`config.mk`:
```
export PLATFORM = sky130hd
export DESIGN_NAME = msk_spook_inv_sbox_pipe_flat
export DESIGN_NICKNAME = d
export VERILOG_FILES = /design/src/rtl/msk_spook_inv_sbox_pipe_if.sv /design/src/rtl/msk_spook_inv_sbox_pipe.sv /design/src/flat_wrapper.sv
export SDC_FILE = /design/constraint.sdc
export NUM_CORES = 1
export LEC_CHECK = 0
export BUFFER_PORTS_ARGS = -buffer_cell sky130_fd_sc_hd__buf_4
export CORE_ASPECT_RATIO = 0.5
export CORE_MARGIN = 10
export CORE_UTILIZATION = 25
export DETAILED_ROUTE_END_ITERATION = 16
export PLACE_DENSITY = 0.54
export SLEW_MARGIN = 25
export SYNTH_ARGS = -nofsm -noshare
export SYNTH_HDL_FRONTEND = slang
export SYNTH_SLANG_ARGS = --single-unit
```
`constraint.sdc`:
```
create_clock -name clk -period 1.7 [get_ports clk]
set_clock_uncertainty 0.05 [all_clocks]
set_input_delay 0.51 -clock clk [delete_from_list [all_inputs] [get_ports clk]]
set_output_delay 0.51 -clock clk [all_outputs]
set_load 0.1 [all_outputs]
```
`src/rtl/msk_spook_inv_sbox_pipe_if.sv`:
```
// Handshake/data bundle for the masked inverse Spook S-box pipeline.
// The master drives input sharings, randomness and out_ready; the slave is the pipeline.
interface msk_spook_inv_sbox_pipe_if #(
  parameter int D = 4
);
  localparam int RND_PER_AND = D * (D - 1) / 2;

  logic                     in_valid;
  logic                     in_ready;
  logic [4*D-1:0]           in;
  logic [4*RND_PER_AND-1:0] rnd;
  logic                     out_valid;
  logic                     out_ready;
  logic [4*D-1:0]           out;

  modport master (
    output in_valid, in, rnd, out_ready,
    input  in_ready, out_valid, out
  );

  modport slave (
    input  in_valid, in, rnd, out_ready,
    output in_ready, out_valid, out
  );
endinterface

```
`src/rtl/msk_spook_inv_sbox_pipe.sv`:
```
// D-share bitsliced inverse Clyde/Spook S-box: four DOM-indep AND stages under one global advance.
// Optional macro MSK_INV_SBOX_OUT_CLEAR_EN zeroes the output shares whenever out_valid is low.
module msk_spook_inv_sbox_pipe #(
  parameter int D = 4
) (
  input  logic                     clk,
  input  logic                     rst_n,
  msk_spook_inv_sbox_pipe_if.slave bus
);
  localparam int RND_PER_AND = D * (D - 1) / 2;

  typedef logic [D-1:0]           sh_t;
  typedef logic [D-1:0][D-1:0]    terms_t;
  typedef logic [RND_PER_AND-1:0] rnd_t;

  // Row i holds every term that compresses into output share i; r_ij = r_ji in (i<j) order.
  function automatic terms_t dom_terms(input sh_t a, input sh_t b, input rnd_t r);
    terms_t t;
    int     k;
    t = '0;
    k = 0;
    for (int i = 0; i < D; i++) begin
      t[i][i] = a[i] & b[i];
      for (int j = i + 1; j < D; j++) begin
        t[i][j] = (a[i] & b[j]) ^ r[k];
        t[j][i] = (a[j] & b[i]) ^ r[k];
        k++;
      end
    end
    return t;
  endfunction

  function automatic sh_t dom_compress(input terms_t t);
    sh_t c;
    for (int i = 0; i < D; i++) c[i] = ^t[i];
    return c;
  endfunction

  logic   adv;
  logic   v1_q, v2_q, v3_q, v4_q, v1_d, v2_d, v3_d, v4_d;
  terms_t and1_q, and2_q, and3_q, and4_q, and1_d, and2_d, and3_d, and4_d;
  sh_t    y0_p1_q, y1_p1_q, y2_p1_q, y3_p1_q, y0_p1_d, y1_p1_d, y2_p1_d, y3_p1_d;
  sh_t    x3_p2_q, y0_p2_q, y1_p2_q, y3_p2_q, x3_p2_d, y0_p2_d, y1_p2_d, y3_p2_d;
  sh_t    x0_p3_q, x3_p3_q, y0_p3_q, y1_p3_q, x0_p3_d, x3_p3_d, y0_p3_d, y1_p3_d;
  sh_t    x0_p4_q, x1_p4_q, x3_p4_q, y1_p4_q, x0_p4_d, x1_p4_d, x3_p4_d, y1_p4_d;
  sh_t    y0_in, y1_in, y2_in, y3_in;
  sh_t    x3_c, x0_c, x1_c, x2_c;
  logic [4*D-1:0] out_raw;

  assign y0_in = bus.in[D*0 +: D];
  assign y1_in = bus.in[D*1 +: D];
  assign y2_in = bus.in[D*2 +: D];
  assign y3_in = bus.in[D*3 +: D];

  // Share-wise linear layer following each gadget's registers.
  assign x3_c = dom_compress(and1_q) ^ y2_p1_q;
  assign x0_c = dom_compress(and2_q) ^ y3_p2_q;
  assign x1_c = dom_compress(and3_q) ^ y0_p3_q;
  assign x2_c = dom_compress(and4_q) ^ y1_p4_q;

  assign adv = !v4_q || bus.out_ready;

  always_comb begin
    v1_d = v1_q;  v2_d = v2_q;  v3_d = v3_q;  v4_d = v4_q;
    and1_d = and1_q;  and2_d = and2_q;  and3_d = and3_q;  and4_d = and4_q;
    y0_p1_d = y0_p1_q;  y1_p1_d = y1_p1_q;  y2_p1_d = y2_p1_q;  y3_p1_d = y3_p1_q;
    x3_p2_d = x3_p2_q;  y0_p2_d = y0_p2_q;  y1_p2_d = y1_p2_q;  y3_p2_d = y3_p2_q;
    x0_p3_d = x0_p3_q;  x3_p3_d = x3_p3_q;  y0_p3_d = y0_p3_q;  y1_p3_d = y1_p3_q;
    x0_p4_d = x0_p4_q;  x1_p4_d = x1_p4_q;  x3_p4_d = x3_p4_q;  y1_p4_d = y1_p4_q;
    if (adv) begin
      // Stage 1: y0 & y1
      v1_d    = bus.in_valid;
      and1_d  = dom_terms(y0_in, y1_in, bus.rnd[RND_PER_AND*0 +: RND_PER_AND]);
      y0_p1_d = y0_in;
      y1_p1_d = y1_in;
      y2_p1_d = y2_in;
      y3_p1_d = y3_in;
      // Stage 2: y1 & x3
      v2_d    = v1_q;
      and2_d  = dom_terms(y1_p1_q, x3_c, bus.rnd[RND_PER_AND*1 +: RND_PER_AND]);
      x3_p2_d = x3_c;
      y0_p2_d = y0_p1_q;
      y1_p2_d = y1_p1_q;
      y3_p2_d = y3_p1_q;
      // Stage 3: x0 & x3
      v3_d    = v2_q;
      and3_d  = dom_terms(x0_c, x3_p2_q, bus.rnd[RND_PER_AND*2 +: RND_PER_AND]);
      x0_p3_d = x0_c;
      x3_p3_d = x3_p2_q;
      y0_p3_d = y0_p2_q;
      y1_p3_d = y1_p2_q;
      // Stage 4: x0 & x1
      v4_d    = v3_q;
      and4_d  = dom_terms(x0_p3_q, x1_c, bus.rnd[RND_PER_AND*3 +: RND_PER_AND]);
      x0_p4_d = x0_p3_q;
      x1_p4_d = x1_c;
      x3_p4_d = x3_p3_q;
      y1_p4_d = y1_p3_q;
    end
  end

  always_ff @(posedge clk or negedge rst_n) begin
    if (!rst_n) begin
      v1_q <= 1'b0;  v2_q <= 1'b0;  v3_q <= 1'b0;  v4_q <= 1'b0;
      and1_q <= '0;  and2_q <= '0;  and3_q <= '0;  and4_q <= '0;
      y0_p1_q <= '0;  y1_p1_q <= '0;  y2_p1_q <= '0;  y3_p1_q <= '0;
      x3_p2_q <= '0;  y0_p2_q <= '0;  y1_p2_q <= '0;  y3_p2_q <= '0;
      x0_p3_q <= '0;  x3_p3_q <= '0;  y0_p3_q <= '0;  y1_p3_q <= '0;
      x0_p4_q <= '0;  x1_p4_q <= '0;  x3_p4_q <= '0;  y1_p4_q <= '0;
    end else begin
      v1_q <= v1_d;  v2_q <= v2_d;  v3_q <= v3_d;  v4_q <= v4_d;
      and1_q <= and1_d;  and2_q <= and2_d;  and3_q <= and3_d;  and4_q <= and4_d;
      y0_p1_q <= y0_p1_d;  y1_p1_q <= y1_p1_d;  y2_p1_q <= y2_p1_d;  y3_p1_q <= y3_p1_d;
      x3_p2_q <= x3_p2_d;  y0_p2_q <= y0_p2_d;  y1_p2_q <= y1_p2_d;  y3_p2_q <= y3_p2_d;
      x0_p3_q <= x0_p3_d;  x3_p3_q <= x3_p3_d;  y0_p3_q <= y0_p3_d;  y1_p3_q <= y1_p3_d;
      x0_p4_q <= x0_p4_d;  x1_p4_q <= x1_p4_d;  x3_p4_q <= x3_p4_d;  y1_p4_q <= y1_p4_d;
    end
  end

  assign out_raw       = {x3_p4_q, x2_c, x1_p4_q, x0_p4_q};
  assign bus.in_ready  = adv;
  assign bus.out_valid = v4_q;

`ifdef MSK_INV_SBOX_OUT_CLEAR_EN
  assign bus.out = out_raw & {(4*D){v4_q}};
`else
  assign bus.out = out_raw;
`endif

endmodule

```
`src/flat_wrapper.sv`:
```
// flat-port wrapper written by rule: the top's interface ports become plain ports
module msk_spook_inv_sbox_pipe_flat 
#(
  parameter int D = 4
)
  (clk, rst_n, bus_in_valid, bus_in, bus_rnd, bus_out_ready, bus_in_ready, bus_out_valid, bus_out);
  msk_spook_inv_sbox_pipe_if #(.D(D)) bus_i ();
  input  logic clk;
  input  logic rst_n;
  input wire logic [$bits(bus_i.in_valid)-1:0] bus_in_valid;
  input wire logic [$bits(bus_i.in)-1:0] bus_in;
  input wire logic [$bits(bus_i.rnd)-1:0] bus_rnd;
  input wire logic [$bits(bus_i.out_ready)-1:0] bus_out_ready;
  output wire logic [$bits(bus_i.in_ready)-1:0] bus_in_ready;
  output wire logic [$bits(bus_i.out_valid)-1:0] bus_out_valid;
  output wire logic [$bits(bus_i.out)-1:0] bus_out;
  assign bus_i.in_valid = bus_in_valid;
  assign bus_i.in = bus_in;
  assign bus_i.rnd = bus_rnd;
  assign bus_i.out_ready = bus_out_ready;
  assign bus_in_ready = bus_i.in_ready;
  assign bus_out_valid = bus_i.out_valid;
  assign bus_out = bus_i.out;
  msk_spook_inv_sbox_pipe #(.D(D)) u_core (.clk(clk), .rst_n(rst_n), .bus(bus_i));
endmodule
```
==> reports/results.ini <==
[sta]
setup_ws_ns = -0.475
holdWs_ns = 0.237
worst_pin_slew_ns = 0.366
max_freq_mhz = 460
final.min_clock_period_ns = 2.17
finalSetupViolCount = 5
period_share_pct = 128
slew_violations = 0
final_hold_viol_count = 0
rsz0062_at_grt = true
maxSlewHeadroom_pct = 75.6

[synthesis]
synthCells = 640
synth_fp_nets = 684
synth_seq_area_share_pct = 52.3
synth_seq_cells = 132
ys.warnings.count = 0
synth.distinct_cells = 19
syn_area_per_cell_sq_um = 9.87
synth_area_sq_um = 6320

[outcome]
outcome = finished with violations
violations = negative setup slack

[routing]
viasPerCell = 4.17
detail-route-antenna-nets = 0
dr.first_iter.drc_count = 267
dr.pass1.iters = 5
vias = 4500
wl_per_cell_um = 14.0
drc = 0
wl_um = 15100

[place]
numPortBuffers = 61
dp_slack_ns = -0.220
hpwl_um = 10700
place.gp.congestion = 0.785

[global_routing]
grt_max_degree = 75
antenna_found_initial = 0
grt-ovfl-total = 0
grt_pass1_wl_um = 24700
grt_pass1_vias = 4594
grt.total_usage_pct = 9.58

[clock_network]
cts_tree = yes
clock_latency_ns = 0.42
cts.sinks = 132
clkTransAtPathRegs_ns = 0.05
cts_buffer_depth = 2
cts_max_level = 4
cts-root-buf = clkbuf_16
cts_made_buffers = 17

[finish]
fill_cells = 2599
ff_latch_area_sq_um = 3310
areaGrowthSynthToFinish_pct = 32.5
drive_gt1_share_pct = 23.2
multiInputGateArea_sq_um = 3160
nNetsFinal = 766
antenna_cells = 0

[worst_setup_path]
critPathRequiredTime_ns = 1.14
cp_max_fo = 2
cp.arrival_ns = 1.61
crit_type = reg2out
startpoint_type = register
endpoint_kind = primary output

[die]
core_area_sq_um = 25000
row_count = 41
start_util_pct = 25.2
die_height_um = 132
die_area_sq_um = 32400
io_pins = 62
die_x_um = 245

[min_path]
hold_path.class = in2reg

[job]
cap_violations = 0

[Yosys cell counts]
cell type,number,area share (%)
nand2_1,215,13
dfrtp_1,132,52
o21ai_0,75,5.9
a31oi_1,36,3.6
nor2_1,36,2.1
or3_1,36,3.6
xnor2_1,16,2.2
clkbuf_1,15,0.89
inv_1,12,0.71
xnor2_2,12,3.1
xnor2_4,12,5.2
xnor3_2,12,4.5
xor2_1,12,1.7
buf_2,7,0.55
buf_1,5,0.30
nand3_1,4,0.32
inv_2,1,0.059
nand2b_1,1,0.099
nor2b_1,1,0.099
[layout make-up]
type | count | share of cell area (%)
clock buffers | 27 | 6.13
multi-input cells | 468 | 37.8
clock inverters | 4 | 0.538
inverters | 13 | 0.613
flip-flops and latches | 132 | 39.5
repair buffers | 90 | 10.3
well taps | 344 | 5.14
[placed cells by master, fill, tap and decap left out, types with 3 or more instances in the layout]
master,n
nand2_1,215
dfrtp_1,131
o21ai_0,75
buf_4,73
or3_1,36
nor2_1,36
a31oi_1,36
xnor2_4,28
clkbuf_16,17
xnor2_2,12
xnor3_2,12
inv_1,12
xor2_1,12
buf_12,12
clkbuf_8,5
clkbuf_1,5
nand3_1,4
clkinv_2,3
buf_6,3
[flip-flops by register name, indices dropped and copies added, names as in the netlist, 16 cells and up]
name	count
u_core.and4_q	16
u_core.and3_q	16
u_core.and2_q	16
u_core.and1_q	16
[metal layers]
metal	track usage, %	vias to the layer above	wire, um
met5	0	-	0
met4	3.91	0	244
met3	2.67	19	515
met2	16.5	50	7770
met1	11.1	2157	6600
li1	-	2274	-
[path summary, 6_finish.rpt]
kind / from / to / slack [ns] / cells after the start
max: u_core.and4_q[2]$_DFFE_PN0P_ / bus_out[8] / -0.47 / 4
min: bus_in_valid / u_core.v1_q$_DFFE_PN0P_ / 0.24 / 3
max reg2reg: u_core.and3_q[3]$_DFFE_PN0P_ / u_core.and4_q[12]$_DFFE_PN0P_ / 0.04 / 4
min reg2reg: u_core.v3_q$_DFFE_PN0P_ / u_core.bus.out_valid$_DFFE_PN0P_ / 0.41 / 1
max in group asynchronous: rst_n / u_core.x1_p4_q[1]$_DFFE_PN0P_ / 0.53 / 3
min in group asynchronous: rst_n / u_core.y2_p1_q[3]$_DFFE_PN0P_ / 0.50 / 2
[worst max-delay path: stages, from the launching register on]
cell	delay (ns)
dfrtp_1	0.40
xnor2_2	0.16
xnor2_2	0.27
xnor2_4	0.16
buf_12	0.19
[through the flow]
step	TNS, ns	util (%)	area, sq um	instances
3_3_place_gp	-0.731	29.5	7390	1032
3_5_place_dp	-0.821	29.5	7390	1032
5_1_grt	-2.67	33.4	8370	1078
6_report	-1.97	33.4	8370	1078
2_1_floorplan	-0.897	-	6420	640
4_1_cts	-2.08	32.5	8140	1066
[logic make-up (layout without fill, tap and decap cells)]
logic type             after synthesis  in the layout  share of synthesized area (%)
AO/OA/AOI/OAI                      111            111                           9.51
XOR/XNOR                            64             64                           16.7
buffers and inverters               40            134                           2.51
flip-flops                         132            132                           52.3
AND/OR/NAND/NOR                    293            293                           19.0
[what timing repair did]
action	4_1_cts	5_1_grt
pin swaps	4	28
endpoints found under the hold margin	19	0
buffers inserted	2	12
resized for setup	29	14
hold buffers	1	0
endpoints found under the setup margin	7	36
Power is not shown: default switching activity piles up to over one toggle a cycle in this logic, so the estimate is an artifact.
